**config.mk**
```make
export PLATFORM = sky130hd
export DESIGN_NAME = up_sampler
export DESIGN_NICKNAME = d
export VERILOG_FILES = /design/src/rtl/up_sampler.sv
export SDC_FILE = /design/constraint.sdc
export NUM_CORES = 1
export LEC_CHECK = 0
export CAP_MARGIN = 20
export CORE_MARGIN = 5
export CORE_UTILIZATION = 35
export CTS_CLUSTER_SIZE = 28
export DETAILED_ROUTE_END_ITERATION = 6
export RECOVER_POWER = 100
export SLEW_MARGIN = 30
export SYNTH_ARGS = -nofsm -noshare
export SYNTH_HDL_FRONTEND = slang
export SYNTH_SLANG_ARGS = --single-unit
```
**constraint.sdc**
```tcl
create_clock -name clk -period 2.1 [get_ports clk]
set_input_delay 0.21 -clock clk [delete_from_list [all_inputs] [get_ports clk]]
set_output_delay 0.21 -clock clk [all_outputs]
set_load 0.005 [all_outputs]
```
**src/rtl/up_sampler.sv**
```systemverilog
// up_sampler
// Reader end of the Gaussian stage output FIFO. Pulls a half-resolution pixel
// stream and emits a 2x nearest-neighbour upsampled stream: each pixel is
// sent twice on the fill pass, then the buffered row is replayed (each pixel
// twice again) so every input row appears as two output rows.
//
// Ports:
//   clk        system clock, rising edge
//   rst        synchronous active-high reset
//   empty      upstream FIFO empty flag
//   rd_en_up   one-cycle read strobe to the upstream FIFO
//   valid      upstream read data valid (one cycle after rd_en_up)
//   din[7:0]   upstream pixel, qualified by valid
//   valid_out  output pixel valid
//   dout[7:0]  output pixel
//   ready      downstream accept; beat transfers on valid_out & ready
//   out_last   final beat of an output frame, qualified by valid_out
//   frame_done one-cycle pulse after the out_last beat transfers
module up_sampler #(
  parameter int IN_WIDTH  = 40,
  parameter int IN_HEIGHT = 30
) (
  input  logic       clk,
  input  logic       rst,
  input  logic       empty,
  output logic       rd_en_up,
  input  logic       valid,
  input  logic [7:0] din,
  output logic       valid_out,
  output logic [7:0] dout,
  input  logic       ready,
  output logic       out_last,
  output logic       frame_done
);

  localparam int COL_W = (IN_WIDTH  > 1) ? $clog2(IN_WIDTH)  : 1;
  localparam int ROW_W = (IN_HEIGHT > 1) ? $clog2(IN_HEIGHT) : 1;
  localparam logic [COL_W-1:0] COL_MAX = COL_W'(IN_WIDTH - 1);
  localparam logic [ROW_W-1:0] ROW_MAX = ROW_W'(IN_HEIGHT - 1);

  typedef enum logic [1:0] {FETCH, EMIT, REPLAY} state_t;

  state_t           state, state_n;
  logic [7:0]       linebuf [IN_WIDTH];
  logic [COL_W-1:0] col, col_n;
  logic [ROW_W-1:0] row, row_n;
  logic             dup, dup_n;
  logic             pending, pending_n;
  logic             valid_out_n, out_last_n, frame_done_n;
  logic [7:0]       dout_n;
  logic             rd_req, buf_we;
  logic             xfer, col_end, row_end;

  assign xfer     = valid_out & ready;
  assign col_end  = (col == COL_MAX);
  assign row_end  = (row == ROW_MAX);
  // The combinational request is masked during reset so the strobe reads 0
  // while rst is held.
  assign rd_en_up = rd_req & ~rst;

  always_comb begin
    state_n      = state;
    col_n        = col;
    row_n        = row;
    dup_n        = dup;
    pending_n    = pending;
    valid_out_n  = valid_out;
    dout_n       = dout;
    out_last_n   = out_last;
    frame_done_n = xfer & out_last;
    rd_req       = 1'b0;
    buf_we       = 1'b0;

    case (state)
      FETCH: begin
        if (pending) begin
          if (valid) begin
            buf_we      = 1'b1;
            dout_n      = din;
            valid_out_n = 1'b1;
            pending_n   = 1'b0;
            state_n     = EMIT;
          end
        end else if (!empty) begin
          rd_req    = 1'b1;
          pending_n = 1'b1;
        end
      end

      EMIT: begin
        if (xfer) begin
          if (!dup) begin
            dup_n = 1'b1;
          end else begin
            dup_n = 1'b0;
            if (col_end) begin
              // Preload the first replay pixel so replay starts without a gap.
              col_n   = '0;
              state_n = REPLAY;
              dout_n  = linebuf[col_n];
            end else begin
              col_n       = col + 1'b1;
              valid_out_n = 1'b0;
              state_n     = FETCH;
              // Overlap the next read with the second copy's transfer.
              if (!empty && !pending) begin
                rd_req    = 1'b1;
                pending_n = 1'b1;
              end
            end
          end
        end
      end

      REPLAY: begin
        if (xfer) begin
          if (!dup) begin
            dup_n = 1'b1;
            // The next beat is the last one of the frame.
            if (col_end && row_end) out_last_n = 1'b1;
          end else begin
            dup_n = 1'b0;
            if (col_end) begin
              col_n       = '0;
              row_n       = row_end ? '0 : row + 1'b1;
              valid_out_n = 1'b0;
              out_last_n  = 1'b0;
              state_n     = FETCH;
              if (!empty && !pending) begin
                rd_req    = 1'b1;
                pending_n = 1'b1;
              end
            end else begin
              // Look one column ahead so back-to-back replay beats never stall.
              col_n  = col + 1'b1;
              dout_n = linebuf[col_n];
            end
          end
        end
      end

      default: state_n = FETCH;
    endcase
  end

  always_ff @(posedge clk) begin
    if (rst) begin
      state      <= FETCH;
      col        <= '0;
      row        <= '0;
      dup        <= 1'b0;
      pending    <= 1'b0;
      valid_out  <= 1'b0;
      dout       <= 8'd0;
      out_last   <= 1'b0;
      frame_done <= 1'b0;
    end else begin
      state      <= state_n;
      col        <= col_n;
      row        <= row_n;
      dup        <= dup_n;
      pending    <= pending_n;
      valid_out  <= valid_out_n;
      dout       <= dout_n;
      out_last   <= out_last_n;
      frame_done <= frame_done_n;
    end
  end

  // Line buffer holds data only; its contents survive reset.
  always_ff @(posedge clk) begin
    if (buf_we) linebuf[col] <= din;
  end

endmodule

```
======== Word-level counts from Yosys, hierarchy flattened ========
Memory sizes are Yosys's and may differ from the RTL's.
Index checks and enable logic that the tools add are counted.
operators by class
  add/sub/neg operators ................... 2
  divide/modulo/power cells ............... 0
  bitwise logic cells ..................... 4
  shift-type cells ........................ 0
  mux-type cells .......................... 57
  reduce and logical (&&, ||, !) cells .... 16
  equal/unequal tests ..................... 15
  $mul .................................... 0
  order comparisons ....................... 0
operators by type and width
  cell                                                  count
  2-to-1 mux 8 bit                                      8
  2-to-1 mux 1 bit                                      34
  one-hot mux 8 bit (3 select lines)                    1
  != test 2 bit (second input constant)                 10
  AND reduction 9 bit                                   2
  2-to-1 mux 2 bit                                      8
  AND reduction 7 bit                                   2
  one-hot mux 1 bit (3 select lines)                    3
  AND reduction 4 bit                                   2
  adder 6 x 1 -> 6 bit (second input constant)          1
  equality test 6 bit (second input constant)           1
  2-to-1 mux 6 bit                                      1
  one-hot mux 2 bit (3 select lines)                    1
  adder 5 x 1 -> 5 bit (second input constant)          1
  equality test 5 bit (second input constant)           1
  2-to-1 mux 5 bit                                      1
  bitwise AND 1 bit                                     3
  AND reduction 3 bit                                   1
  nonzero test 3 bit                                    1
  equality test 2 x 1 -> 1 bit (second input constant)  1
  equality test 2 bit (second input constant)           1
  logical AND 1 bit                                     2
  logical NOT 1 bit                                     2
  logical NOT 2 bit                                     1
  other kinds (5)                                       5
word-level totals
  register bits ........................... 26
  bits in read-only memories .............. 0
  memories ................................ 1
  word-level logic and storage cells ...... 104
  input bits .............................. 13
  RAM bits ................................ 320
  bits in latches ......................... 0
memory list
  memory   words  bits a word  rd ports  clocked after Yosys merged registers in  write ports  line  RTL
  linebuf  40     8            2         0                                        1            44    logic [7:0] linebuf [IN_WIDTH];

======== Longest topological paths before layout ========
Gate-level depths: netlist of run 1.
  word-level depth ........................ 8
  mapped depth ............................ 9
  mapped depth without buffers ............ 8

======== Least setup slack after synthesis of run 1 ========
OpenSTA, ideal clock, no wires.
  path type ............................... register to register
  start ................................... register col[0]
  end ..................................... memory linebuf[25][0] (enable)
  arrival ................................. 1849 ps
  data required time ...................... 1730 ps
  path buffers ............................ 4
  cell stages (with the launch flop) ...... 7
  clock period less this slack ............ 2219 ps
  slack ................................... -119 ps
  library setup time ...................... 370 ps
  cell sequence ........................... dfxtp_1 buf_2 buf_4 buf_6 buf_6 or3b_2 nor2_1
RTL lines
  element                   line  RTL
  start: declaration        45    logic [COL_W-1:0] col, col_n;
  start signal: assignment  159   col <= col_n;
  end: declaration          44
No word-level cell before the write port.

======== Worst setup path in the final report of run 1 ========
  start ................................... register col[0]
  end ..................................... register dout[7]
between the ends
  longest elaborated chain between the ends .. 6
  elaborated cells between the ends (all ways) .. 10
  classes of those cells .................. add/sub (1); eq/ne (3); mux (4); reduce/logical (1); memory (1)
RTL lines
  element                             line  RTL
  adder 6 x 1 -> 6 bit                135   col_n = col + 1'b1;
  memory (40 x 8 bit)                 -
  2-to-1 mux 8 bit                    123   if (col_end) begin
  2-to-1 mux 8 bit                    117   if (!dup) begin
  2-to-1 mux 8 bit                    116   if (xfer) begin
  one-hot mux 8 bit (3 select lines)  74    case (state)
  end signal: assignment              164   dout <= dout_n;
  end: declaration                    30    output logic [7:0] dout,
Parallel ways exist; a longest one is shown, timed or not. The select of a mux whose other input is x is not followed.
A chain may end at the register's enable or synchronous reset.

==> results of run 1 <==
power by group through the flow:
stage | registers, W | clock network, W | logic, W
after floorplan | 0.00771 | 0 | 0.000110
after global routing | 0.00757 | 0.00680 | 0.000377
after detailed placement | 0.00771 | 0 | 0.000368
final | 0.00757 | 0.00636 | 0.000348
after global placement | 0.00771 | 0 | 0.000361
after CTS | 0.00757 | 0.00649 | 0.000370
flip-flops by register name (all words and copies together), names as in the netlist:
name and cells:
dup 1, state 2, linebuf 320, dout 8, pending 1, frame_done 1, col 6, row 5
out_last 1, valid_out 1
what timing repair did:
| action | in CTS | in global routing |
|---|---|---|
| gates resized for setup | 36 | 29 |
| cloned | 2 | 0 |
| buffers inserted | 9 | 1 |
| setup endpoints to repair | 10 | 61 |
| hold buffers | 0 | 0 |
| pin swaps | 11 | 9 |
worst register-to-register path: cells and delay by family, from the launching register on:
kind,cells,cell delay [ns]
adders and majority gates,1,0.39
and+or+nand+nor,1,0.10
AOI/OAI and AO/OA,2,0.13
DFF,1,0.36
buffers and inverters,3,0.40
muxes,2,0.63
path summary, 6_finish.rpt:
| check | startpoint | slack [ns] | end |
|---|---|---|---|
| setup / recovery | col[0] | -0.03 | dout[7] |
| hold / removal | empty | 0.47 | pending |
| setup reg to reg | col[0] | -0.03 | dout[7] |
| hold reg to reg | row[3] | 0.48 | row[3] |
layer usage:
layer	global-route usage (%)	up-vias
met4	4.002	2
met5	0	-
met1	22.36	4028
met3	3.475	58
met2	24.03	218
li1	-	3494
cell type report:
type / count / share of cell area [%]
Tap cell: 525 / 3.779
Clock buffer: 46 / 5.456
Multi-Input combinational cell: 385 / 22.77
Inverter: 15 / 0.3239
Clock inverter: 20 / 1.296
Timing Repair Buffer: 166 / 8.054
Sequential cell: 346 / 58.33
stage by stage:
step                      hold slack (ns)  cells  util (%)  instance area (sq um)  power, W
after floorplan                    0.3089    787         -                  14110  0.007819
after global placement             0.4629   1427     40.04                  15940  0.008074
after detailed placement           0.4658   1427     40.04                  15940  0.008082
after CTS                          0.4075   1504     43.73                  17410   0.01442
after global routing               0.4883   1503     43.65                  17380   0.01474
final                              0.4667   1503     43.65                  17380   0.01428
layout by cell type (no fill, tap or decap), types with 5 or more instances in the layout:
master,Yosys,layout
edfxtp_1,320,320
mux4_2,78,78
buf_4,9,67
nor2_1,63,62
nand2_1,53,52
clkbuf_16,0,36
mux2i_1,35,26
clkbuf_1,10,23
dfxtp_1,26,20
clkbuf_2,0,19
dlygate4sd3_1,0,18
nand3_1,18,17
inv_1,14,14
o21ai_0,14,13
buf_2,19,13
buf_12,0,12
a21oi_1,11,10
clkinv_1,1,9
nor3_1,8,9
buf_6,3,9
o21ai_1,8,8
clkbuf_4,0,7
a221oi_2,0,6
a32oi_2,0,6
a32oi_1,13,6
ha_1,7,6
and3_1,5,5
nand4_1,5,5
mux2i_4,0,5
dfxtp_2,0,5
clkdlybuf4s50_1,0,5
logic make-up after synthesis:
kind of cell | Yosys count
flops | 346
compound gates | 73
mux | 113
xor+xnor | 6
fa+ha+maj | 7
simple gates | 186
buf+inv | 56
==> run metrics, run 1 <==
wire length of the first global-routing pass 52020 um; standard-cell rows 73; register area 10140 sq um; Slowest cell on crit path mux4_2; CP top delay family multiplexers; Critical Path End Type flop; clk buf depth 3; WP data arrival 2.54 ns; Primary FF master, synth edfxtp_1; root buffer cell clkbuf_16; Peak VDD IR 489.7 uV; starting density of the core 35.44%; Hold Fails Final Rpt 0; kind of critical path reg2reg; routed wire length 34630 um; Max transition margin 19.40%; CTS tree built; nets@finish 970; Sink Count 346; top-count cell post-synth edfxtp_1; Final GP Congestion 0.8538; total negative slack -0.04940 ns; Final WS setup -0.03419 ns; Hold Crit Depth 4; I/O Buffers 24; clock skew 0.01758 ns; ant diodes 0; Synth top cells by count 320 x edfxtp_1, 78 x mux4_2, 63 x nor2_1; critical path cell sequence ha_4, buf_12, buf_12, mux4_2, mux2i_1, buf_4, a32oi_4, nand3_2, o21ai_1; YS warnings 0; ANT nets after route 0; die area 44440 sq um; clock power share 44.5%; via count 7800; pin count of the biggest net entering global routing 41; CP dominant cell by count buf_12; met2 WL 16230 um; post-synthesis compound-gate area fraction 3.759%; DRC errors left 0; Worst Path Required 2.50 ns; unrepaired setup endpoints after global routing yes; core box area 39820 sq um; proportion of synthesized area in mux cells 14.93%; failing checks negative setup slack; WL met3 1931 um; Pleak 5.589 nW; largest family of logic cells by synthesized area multiplexers; status finished with violations; Clock Latency Late Sink 0.53 ns; setup violators final 3; logic gate share of total power 2.4%; Worst Reg-to-Reg Cells 9; Post-synth EDFFs 320; synth top area cells edfxtp_1 68%, mux4_2 12%, dfxtp_1 3.7%, mux2i_1 2.5%, nor2_1 1.7%; vias in the first global route 8007; async set-reset flop share out of synthesis 0%; syn avg cell area 17.93 sq um; maximum fanout along the worst path 8; Max-Cap Viols 0; max-slew violations 0; clk slew on worst S/H paths 0.06 ns; syn nets 807; crit start category flop; cell count after synthesis 787; CP Buf/Inv Count 3; footprint of the multi-input gates 3958 sq um; simple logic cell fraction of the synthesized area 6.375%; Metal-1 WL 15610 um; Top Metal Used met5; worst slack at placement -0.1478 ns; DRT iter0 DRCs 879; vias per std cell 5.190; top cell type's share of synthesized area 68.09%; post-synthesis cell type count 57; Seq pwr share 53.0%; class of the worst hold path in2reg; max frequency 468.6 MHz; Routed WL per cell 23.04 um; Cell Int Power 0.01138 W; fillers 3504; power per cell area 821.5 nW/um^2; Sw Share 20.30%; Top Ports 25; Total GRT Usage 15.49%; Die W 210.8 um; Post-Synthesis Cell Area 14110 sq um; Synth Area in Adders 0.6206%; H-tree levels 2; crit share post-route 101.6%; worst slew pin tran 1.209 ns; fin crit period 2.134 ns; height of the die 210.8 um; Synth Area in XOR/XNOR 0.4788%; critical path depth in cells 9; TritonCTS Buffers 36; Sw Pwr 0.002899 W; share of cells above drive strength 1 31.49%; grt ovf 0; DP Wirelength 22870 um; register area share after synthesis 71.78%; #FFs+latches synth 346; DRT Pass-1 Iters 5; crit-path max cell delay 0.48 ns; Area growth, synth to finish 23.18%; post-synth top area cell edfxtp_1; initial antenna violation count 1
Power figures use the tool's default switching activity.
==> run 2: changes to the inputs <==
--- a/config.mk
+++ b/config.mk
@@ -7,10 +7,11 @@
 export LEC_CHECK = 0
 export CAP_MARGIN = 20
 export CORE_MARGIN = 5
-export CORE_UTILIZATION = 35
+export CORE_UTILIZATION = 30
 export CTS_CLUSTER_SIZE = 28
 export DETAILED_ROUTE_END_ITERATION = 6
 export RECOVER_POWER = 100
+export SKIP_CTS_REPAIR_TIMING = 1
 export SLEW_MARGIN = 30
 export SYNTH_ARGS = -nofsm -noshare
 export SYNTH_HDL_FRONTEND = slang
==> run metrics, run 2 (same netlist as run 1, synthesis figures left out) <==
status finished with violations; failing checks negative setup slack; post-place instance area 16060 sq um; Max transition margin 19.41%; DRT iter0 DRCs 699; grt ovf 0; crit start category flop; crit-path max cell delay 0.53 ns; worst slew pin tran 1.209 ns; fin crit period 2.168 ns; via count 8030; clk buf depth 3; max-slew violations 0; I/O Buffers 24; clk slew on worst S/H paths 0.06 ns; ANT nets after route 0; Worst Path Required 2.51 ns; Die W 226.9 um; die area 51480 sq um; H-tree levels 2; WP data arrival 2.58 ns; unrepaired setup endpoints after global routing yes; R2R Setup Slk -0.07 ns; max reg flops 320; Top Ports 25; share of cells above drive strength 1 32.47%; Peak VDD IR 425.2 uV; Routed WL per cell 22.19 um; critical path cell sequence ha_4, buf_12, buf_8, mux4_2, mux2i_2, buf_4, a32oi_2, nand4_1, o21ai_1; Sw Pwr 0.002870 W; starting density of the core 30.31%; ant diodes 0; vias per std cell 4.994; Hold Fails Final Rpt 0; wire length of the first global-routing pass 52310 um; post-route cell area 17760 sq um; height of the die 226.9 um; root buffer cell clkbuf_16; Seq pwr share 52.4%; most frequent cells in the layout 320 x edfxtp_1, 115 x buf_4, 78 x mux4_2; vias in the first global route 8040; commonest non-fill, non-tap cell in the layout edfxtp_1; fillers 4241; Clock Latency Late Sink 0.53 ns; Top reg by flops linebuf; Regs by FF count linebuf: 320 flops, dout: 8 flops, col: 6 flops; kind of critical path reg2reg; clock power share 45.2%; maximum fanout along the worst path 6; pin count of the biggest net entering global routing 41; Critical Path End Type flop; standard-cell rows 79; Final WS setup -0.06805 ns; class of the worst hold path in2reg; setup violators final 4; nets@finish 992; Pleak 5.736 nW; CTS tree built; routed wire length 35680 um; Sw Share 19.85%; hold slack 0.4609 ns; Cell Int Power 0.01159 W; initial antenna violation count 0; max frequency 461.2 MHz; logic gate share of total power 2.5%; Final GP Congestion 0.8233; crit share post-route 103.2%; clock skew 0.01762 ns; Sink Count 346; power per cell area 814.2 nW/um^2; core box area 46560 sq um; DRT Pass-1 Iters 5; Slowest cell on crit path mux4_2; DP Wirelength 24060 um; TritonCTS Buffers 38; Area growth, synth to finish 25.82%; Total GRT Usage 13.61%; Max-Cap Viols 0; DRC errors left 0
## run 2: final cells by class
class,count,area (sq um),share of cell area [%]
sequential,346,10140,57.11
multi-input combinational,385,3875,21.82
timing repair buffer,186,1697,9.555
clock buffer,50,1060,5.969
tap,607,759.5,4.277
clock inverter,19,167.7,0.9443
inverter,15,56.30,0.3171
## run 2: metrics by stage
stage	TNS [ns]	instances	setup WS [ns]	power [W]	utilization, %
2_1_floorplan	-4.548	787	-0.1193	0.007819	-
3_3_place_gp	-2.481	1511	-0.1784	0.008084	34.50
3_5_place_dp	-1.943	1511	-0.1585	0.008089	34.50
4_1_cts	-1.653	1580	-0.6149	0.01464	37.14
5_1_grt	-0.6183	1608	-0.1186	0.01494	38.14
6_report	-0.09802	1608	-0.06805	0.01446	38.14
## run 2: metal layers
metal | track usage (%) | vias up | wire [um]
li1 | - | 3554 | -
met3 | 2.680 | 51 | 2340
met4 | 3.629 | 0 | 869
met5 | 0 | - | 0
met2 | 21.83 | 265 | 16990
met1 | 19.10 | 4160 | 15480
## run 2: power by group through the flow
stage	logic, W	registers, W	clock network (W)
finish	0.000357	0.00757	0.00653
global route	0.000388	0.00757	0.00698
CTS	0.000379	0.00757	0.00669
detailed placement	0.000378	0.00771	0
global placement	0.000372	0.00771	0
floorplan	0.000110	0.00771	0
## run 2: final timing paths
kind           from      end  cells after the start
max          col[0]  dout[3]                      9
min           empty  pending                      4
max reg2reg  col[0]  dout[3]                      9
min reg2reg  row[3]   row[3]                      1
## run 2: critical path, delay by kind of cell (launching register included)
family | cells | cell delay (ns)
simple gates | 1 | 0.12
fa+ha+maj | 1 | 0.28
compound gates | 2 | 0.11
flops | 1 | 0.35
buf+inv | 3 | 0.41
mux | 2 | 0.76
==> run 3: changes to the inputs <==
--- a/config.mk
+++ b/config.mk
@@ -12,7 +12,7 @@
 export DETAILED_ROUTE_END_ITERATION = 6
 export RECOVER_POWER = 100
 export SKIP_CTS_REPAIR_TIMING = 1
-export SLEW_MARGIN = 30
+export SLEW_MARGIN = 20
 export SYNTH_ARGS = -nofsm -noshare
 export SYNTH_HDL_FRONTEND = slang
 export SYNTH_SLANG_ARGS = --single-unit
==> results of run 3 <==
Same layout as run 2: the final DEF is identical, and so are final timing and power.
